==> src/rtl/pwm_ramp_sequencer.sv <==
// Single-channel PWM with shadowed period/duty/step config and stepped duty slew.
// Optional macro PWM_SOFT_STOP_EN: on enable drop, ramp duty to zero before stopping.
module pwm_ramp_sequencer #(
   parameter int CNT_W    = 16,
   parameter int STEP_W   = 8,
   parameter int RAMP_DIV = 4
) (
   input  logic              clock,
   input  logic              reset,
   input  logic              enable,
   input  logic              cfg_valid,
   output logic              cfg_ready,
   input  logic [CNT_W-1:0]  cfg_period,
   input  logic [CNT_W-1:0]  cfg_duty,
   input  logic [STEP_W-1:0] cfg_step,
   output logic              pwm,
   output logic              period_end,
   output logic [CNT_W-1:0]  cur_duty,
   output logic              busy
);
   localparam int RDW = (RAMP_DIV > 1) ? $clog2(RAMP_DIV) : 1;
   localparam logic [RDW-1:0] RD_LAST = RDW'(RAMP_DIV - 1);

`ifdef PWM_SOFT_STOP_EN
   typedef enum logic [1:0] {IDLE, RUN, RAMP, STOPPING} state_t;
`else
   typedef enum logic [1:0] {IDLE, RUN, RAMP} state_t;
`endif

   state_t            state, state_n;
   logic [CNT_W-1:0]  cnt, cnt_n, period_reg, per_n, target, tgt_n;
   logic [CNT_W-1:0]  cur_n, goal, stepped;
   logic [CNT_W-1:0]  sh_period, sh_duty;
   logic [STEP_W-1:0] step_reg, stp_n, sh_step;
   logic [RDW-1:0]    rdc, rdc_n;
   logic [CNT_W:0]    up_sum, dn_gap, step_x;
   logic              pending, pend_n, apply, drive, pwm_n, pe_n, busy_n;

   assign cfg_ready = !pending;

   always_comb begin
      per_n  = period_reg;
      tgt_n  = target;
      stp_n  = step_reg;
      pend_n = pending;

      // Shadow values land only at a period boundary (or immediately when stopped)
      apply = pending && ((state == IDLE) || period_end);
      if (apply) begin
         per_n  = (sh_period == '0) ? CNT_W'(1) : sh_period;
         tgt_n  = (sh_duty > per_n) ? per_n : sh_duty;
         stp_n  = sh_step;
         pend_n = 1'b0;
      end
      if (cfg_valid && !pending)
         pend_n = 1'b1;

      goal = tgt_n;
`ifdef PWM_SOFT_STOP_EN
      if (!enable)
         goal = '0;
`endif

      // One slew step toward goal, saturating so it never overshoots
      step_x = (CNT_W+1)'(stp_n);
      up_sum = {1'b0, cur_duty} + step_x;
      dn_gap = {1'b0, cur_duty} - {1'b0, goal};
      if (stp_n == '0)
         stepped = goal;
      else if (cur_duty < goal)
         stepped = (up_sum >= {1'b0, goal}) ? goal : up_sum[CNT_W-1:0];
      else
         stepped = (dn_gap <= step_x) ? goal : cur_duty - step_x[CNT_W-1:0];

      cur_n   = cur_duty;
      rdc_n   = rdc;
      cnt_n   = '0;
      state_n = state;

      if (state == IDLE) begin
         rdc_n = '0;
         if (enable)
            state_n = (tgt_n != cur_duty) ? RAMP : RUN;
      end else begin
         cnt_n = period_end ? '0 : cnt + 1'b1;
         if (period_end && (cur_duty != goal)) begin
            if ((stp_n == '0) || (rdc == RD_LAST)) begin
               rdc_n = '0;
               cur_n = stepped;
            end else begin
               rdc_n = rdc + 1'b1;
            end
         end
         state_n = (cur_n != goal) ? RAMP : RUN;
`ifdef PWM_SOFT_STOP_EN
         if (!enable) begin
            state_n = STOPPING;
            if (period_end && (cur_n == '0)) begin
               state_n = IDLE;
               cnt_n   = '0;
               rdc_n   = '0;
            end
         end
`else
         if (!enable) begin
            state_n = IDLE;
            cnt_n   = '0;
            rdc_n   = '0;
            cur_n   = cur_duty;
         end
`endif
      end

`ifdef PWM_SOFT_STOP_EN
      drive  = (state_n != IDLE);
      busy_n = (state_n == RAMP) || (state_n == STOPPING);
`else
      drive  = enable;
      busy_n = (state_n == RAMP);
`endif
      pwm_n = drive && (cnt < cur_duty);
      pe_n  = (state_n != IDLE) && (cnt_n == per_n - 1'b1);
   end

   always_ff @(posedge clock or posedge reset) begin
      if (reset) begin
         state      <= IDLE;
         cnt        <= '0;
         period_reg <= CNT_W'(1);
         target     <= '0;
         step_reg   <= '0;
         cur_duty   <= '0;
         pending    <= 1'b0;
         rdc        <= '0;
         pwm        <= 1'b0;
         period_end <= 1'b0;
         busy       <= 1'b0;
      end else begin
         state      <= state_n;
         cnt        <= cnt_n;
         period_reg <= per_n;
         target     <= tgt_n;
         step_reg   <= stp_n;
         cur_duty   <= cur_n;
         pending    <= pend_n;
         rdc        <= rdc_n;
         pwm        <= pwm_n;
         period_end <= pe_n;
         busy       <= busy_n;
      end
   end

   always_ff @(posedge clock or posedge reset) begin
      if (reset) begin
         sh_period <= '0;
         sh_duty   <= '0;
         sh_step   <= '0;
      end else if (cfg_valid && !pending) begin
         sh_period <= cfg_period;
         sh_duty   <= cfg_duty;
         sh_step   <= cfg_step;
      end
   end
endmodule

==> config.mk <==
export PLATFORM = sky130hd
export DESIGN_NAME = pwm_ramp_sequencer
export DESIGN_NICKNAME = d
export VERILOG_FILES = /design/src/rtl/pwm_ramp_sequencer.sv
export SDC_FILE = /design/constraint.sdc
export NUM_CORES = 1
export LEC_CHECK = 0
export BUFFER_PORTS_ARGS = -buffer_cell sky130_fd_sc_hd__buf_2
export CAP_MARGIN = 10
export CORE_UTILIZATION = 40
export CTS_CLUSTER_DIAMETER = 50
export CTS_CLUSTER_SIZE = 40
export DETAILED_ROUTE_END_ITERATION = 10
export REMOVE_ABC_BUFFERS = 1
export SLEW_MARGIN = 30
export SYNTH_ARGS = -nofsm -noshare
export SYNTH_HDL_FRONTEND = slang
export SYNTH_SLANG_ARGS = --single-unit
==> constraint.sdc <==
create_clock -name clock -period 19.4 [get_ports clock]
set_clock_uncertainty 0.15 [all_clocks]
set_input_delay 3.88 -clock clock [delete_from_list [all_inputs] [get_ports clock]]
set_output_delay 3.88 -clock clock [all_outputs]
set_load 0.03 [all_outputs]
# Yosys cells after proc, flatten, opt, wreduce, memory -nomap -nowiden
# Index checks and enable logic that the tools add are counted.
# totals
reg_bits	120
latchBits	0
ram_bits	0
romBits	0
in_bits	44
output_inout_bits	20
wordCells	73
mem_count	0
# op_classes
n_addsub	6
n_mul	0
div_mod_pow	0
order_cmp	5
n_eq_ne	7
n_shift	0
n_mux	26
bitwise	1
n_reduce_logical	14
# op_table
op	count
16-bit two-way mux	14
16-bit != test	3
16-bit less-than comparator	2
2-bit two-way mux	9
16-bit by 8-bit adder with 17-bit output	1
17-bit by 16-bit >= comparator with 1-bit output	1
17-bit by 8-bit less-or-equal comparator with 1-bit output	1
16-bit by 16-bit subtractor with 17-bit output	1
16-bit by 1-bit adder with 16-bit output, second input constant	1
16-bit equality test	1
16-bit greater-than comparator	1
16-bit logical NOT	1
16-bit by 1-bit subtractor with 16-bit output, second input constant	1
16-bit by 8-bit subtractor with 16-bit output	1
8-bit logical NOT	1
8-bit two-way mux	1
1-bit logical AND	5
2-bit equality test, second input constant	2
2-bit nonzero test	2
3-bit by 1-bit != test with 1-bit output, second input constant	1
2-bit by 1-bit adder with 2-bit output, second input constant	1
2-bit logical NOT	1
1-bit logical OR	2
1-bit two-way mux	2
3 further kinds	3

# Depth between registers and ports, before layout
# depth
depth_word	19
ltp_mapped	37
ltp_nobuf	34

# Worst setup path before layout
# Ideal clock, no wire load.
# synth_path
kind	register to register
start	reg sh_period[8]
end	reg state[0]
setup_time_ps	120
t_arrival_ps	6864
t_required_ps	19130
slack_ps	12266
path_stages_with_launch	33
n_path_buf	1
synth_period_minus_slack_ps	7134
cell_sequence	dfrtp_1 > nor3_1 > a41oi_1 > inv_1 > ha_1 > nor2b_1 > o211ai_1 > a2111o_1 > and3_1 > buf_6 > nor2_1 > a211oi_1 > a21oi_1 > inv_1 > ha_1 > inv_1 > ha_1 > a211oi_1 > o41a_1 > xor2_1 > ha_1 > o21a_1 > o21a_1 > o21a_1 > o21a_1 > o22a_1 > a2111o_1 > or4_4 > o41ai_1 > a32o_1 > a22o_1 > o31ai_4 > and4_1
# synth_via
elab_chain_len	17
word_cells_on_any_way	25
classes_between	1 x add/sub; 4 x order compare; 3 x eq/ne; 15 x mux; 2 x reduce/logical
# synth_rtl
element	line_no	text
from (decl)	33	logic [CNT_W-1:0] sh_period, sh_duty;
from (signal assigned)	159	sh_period <= cfg_period;
16-bit logical NOT	50	per_n = (sh_period == '0) ? CNT_W'(1) : sh_period;
16-bit two-way mux *	50	
16-bit greater-than comparator	51	tgt_n = (sh_duty > per_n) ? per_n : sh_duty;
16-bit two-way mux *	51	
16-bit two-way mux *	49	if (apply) begin
net goal[0]	32	logic [CNT_W-1:0] cur_n, goal, stepped;
16-bit by 16-bit subtractor with 17-bit output	67	dn_gap = {1'b0, cur_duty} - {1'b0, goal};
17-bit by 8-bit less-or-equal comparator with 1-bit output	73	stepped = (dn_gap <= step_x) ? goal : cur_duty - step_x[CNT_W-1:0];
[... 3 more ...]	--	
16-bit two-way mux	87	if ((stp_n == '0) || (rdc == RD_LAST)) begin
16-bit two-way mux	86	if (period_end && (cur_duty != goal)) begin
16-bit two-way mux	80	if (state == IDLE) begin
16-bit != test	94	state_n = (cur_n != goal) ? RAMP : RUN;
2-bit two-way mux	94	
2-bit two-way mux	105	if (!enable) begin
2-bit two-way mux *	80	
net state_n[0]	30	state_t state, state_n;
to (signal assigned)	139	state <= state_n;
to (decl)	30	
# Mark *: on every way through the listed nets, which the timed path passes. The rest lies on a longest branch. The select of a mux whose other input is x is not followed.
# A chain may end at the register's enable or synchronous reset.

# Worst setup path after layout
# layout_path
start	reg sh_period[7]
end	reg state[0]
# The elaborated chain is that of the path after synthesis.

==> results.py <==
metrics = {
    "outcome": {
        "outcome": "completed",
    },
    "final_layout": {
        "area_growth_pct": 12.9,
        "utilization_pct": 46.4,
        "drive_gt1_share_pct": 13.9,
        "layout_common_cells": "dfrtp_1 (119), nand2_1 (109), inv_1 (93)",
        "final_nets": 1290,
        "antennaDiodeCount": 0,
        "final_cell_area_mm2": 0.0109,
        "final_common_cell": "dfrtp_1",
    },
    "synthesis": {
        "ys_types": 88,
        "ys_warn_count": 0,
        "synth_edf_count": 0,
        "synthArstFlopShare_pct": 100,
        "synth_top_area_cell": "dfrtp_1",
        "syn_area_mm2": 0.00970,
        "ys_ff_latch": 120,
        "yosysTopAreaCellShare_pct": 30.7,
        "synth_seq_area_share_pct": 31.0,
        "ys_top_cells_by_area": "dfrtp_1 (31%), ha_1 (10%), xnor2_1 (7.1%), nand2_1 (4.2%), o21ai_0 (3.7%)",
        "syn_inst": 1111,
        "synth_ff_type": "dfrtp_1",
        "avgSynthCellArea_um2": 8.73,
    },
    "placement": {
        "port_buffers": 63,
        "hpwl_um": 22200,
        "gp_congestion": 0.980,
        "placement.cell_area_mm2": 0.0103,
    },
    "critical_path": {
        "startpoint_type": "flip-flop",
        "r2r_start": "sh_period[7]",
        "path_class": "reg2reg",
        "cp_max_fo": 15,
        "worstPathRequired_ns": 19.61,
        "crit_slowest_cell": "nor3_4",
        "crit_path_max_incr_delay_ns": 0.50,
        "crit_path_start": "sh_period[7]",
        "worstPathArrival_ns": 8.14,
        "critPathCaptureType": "flip-flop",
    },
    "cts": {
        "clock-sinks": 120,
        "hold_buffers": 0,
        "cts_tree": "done",
        "tritoncts.num_buffers": 17,
        "h-tree-depth": 4,
        "cts-root-buf": "clkbuf_16",
        "clockBufferDepth": 2,
        "cts.clk_slew.worst_paths_ns": 0.06,
        "clock_latency_ns": 0.43,
        "cts_resized": 0,
        "cts_setup_buffers": 0,
    },
    "global_route": {
        "grt_antenna_before_repair": 0,
        "grt_overflow": 0,
        "groute.usage.overall_pct": 24.3,
        "grt_pass1_wl_um": 45900,
        "grt_max_degree": 70,
        "grt_pass1_vias": 8169,
    },
    "floorplanning": {
        "dieArea_mm2": 0.0249,
        "core_mm2": 0.0236,
        "num_rows": 56,
        "top_level_ports": 64,
        "fp.dieW_um": 158,
        "initial_utilization_pct": 41.1,
        "die_y_um": 158,
    },
    "power_and_ir_drop": {
        "leakage_nw": 5.12,
        "p_per_area_mw_per_mm2": 143,
        "ir_worst_vdd_mv": 0.0702,
    },
    "routing": {
        "viasPerCell": 5.62,
        "dr_total_vias": 8403,
        "drc": 0,
        "wl_per_cell_um": 19.1,
        "first_iter_violations": 647,
        "ant_nets": 0,
        "wirelength_um": 28600,
        "drtPass1Iterations": 9,
    },
    "sta": {
        "finalCritPeriodShare_pct": 40.9,
        "slew_headroom_pct": 34.5,
        "setup_violations": 0,
        "rsz0062_at_grt": "no",
        "slew_violations": 0,
        "hold_viol_final": 0,
        "tns_ns": 0,
        "max_freq_mhz": 126,
        "tightest_slew_ns": 0.979,
        "period_needed_ns": 7.93,
    },
    "min_path": {
        "hold_class": "reg2reg",
        "min_from": "step_reg[5]",
    },
    "run": {
        "cap_violations": 0,
    },
}
[metal layers]
layer  GRT usage [%]  vias to the layer above  share of wire [%]
met5               0                        -                  0
met4            6.52                        0                1.5
met3            3.91                       36                5.4
met1            33.9                     4023                 47
met2            38.8                      272                 46
li1                -                     4072                  -
[path summary, 6_finish.rpt]
kind | to | slack [ns] | cells past startpoint
setup reg to reg | state[0] | 11.47 | 34
setup / recovery | state[0] | 11.47 | 34
hold / removal | step_reg[5] | 0.35 | 2
min in group asynchronous | sh_duty[0] | 3.40 | 2
max in group asynchronous | cur_duty[13] | 14.53 | 3
hold reg to reg | step_reg[5] | 0.35 | 2
[kinds of logic (layout without fill, tap and decap cells)]
group           after synthesis  count (layout)  synth area share, %
flops                       120             120                 31.0
compound gates              274             274                 19.4
fa+ha+maj                    89              89                 11.5
buf+inv                     136             201                 5.47
mux                          58              58                 6.48
xor+xnor                    100             100                 9.03
simple gates                334             334                 17.2
[report_power, final]
| group | total, mW | leakage [nW] | internal [mW] | switching, mW |
|---|---|---|---|---|
| Sequential | 0.344 | 1.50 | 0.308 | 0.0356 |
| Combinational | 0.895 | 3.33 | 0.349 | 0.546 |
| Clock | 0.325 | 0.280 | 0.192 | 0.133 |
| Total | 1.56 | 5.12 | 0.849 | 0.715 |
[cells in the mapped netlist (3+ instances only)]
cell        n
nor2b_1     8
nand4_1    13
nor3b_1     5
o32a_1      3
a2111o_1    3
o21ai_0    71
a221o_1     3
a21o_1     21
inv_1      94
a31oi_1     8
a211oi_1   10
dfrtp_1   119
buf_2       7
o21ai_1     7
nor3_1     16
o22ai_1    13
xnor2_1    79
and2_1     11
mux2i_1    29
o41ai_1     4
o211ai_1    6
nor4_1     12
a22oi_1     7
maj3_1      6
or2_2       3
and3_1     18
clkinv_1    3
or3_1       8
o31ai_1     3
o21a_1     15
clkbuf_1   25
and4_1      5
ha_1       81
nor2_1     73
nand2_1   109
o22a_1      5
a21oi_1    53
buf_1       4
xor2_1     21
nand3_1    26
nand2b_1   12
mux2_2     28
a221oi_1    5
[worst max-delay path: cells and delay by family (launching register included)]
family / cells / cell delay [ns]
XOR/XNOR: 1 / 0.19
adder cells (fa/ha/maj): 4 / 0.86
flip-flops: 1 / 0.48
AND/OR/NAND/NOR: 9 / 1.81
AO/OA/AOI/OAI: 16 / 3.83
buffers and inverters: 4 / 0.55
[layout make-up]
class,instances,area (um2)
clock buffer,17,425
clock inverter,15,170
fill,2324,12700
inverter,98,373
multi-input combinational,855,6200
sequential,120,3000
tap,319,399
timing repair buffer,71,375
[through the flow]
step / setup slack [ns] / hold slack, ns / total power [mW] / cells
6_report: 11.47 / 0.354 / 1.56 / 1495
5_1_grt: 10.80 / 0.380 / 1.67 / 1495
4_1_cts: 11.25 / 0.359 / 1.55 / 1495
3_5_place_dp: 11.29 / 0.344 / 1.22 / 1463
3_3_place_gp: 11.53 / 0.333 / 1.22 / 1463
2_1_floorplan: 9.24 / 0.313 / 0.990 / 1073
Power figures use the tool's default switching activity.
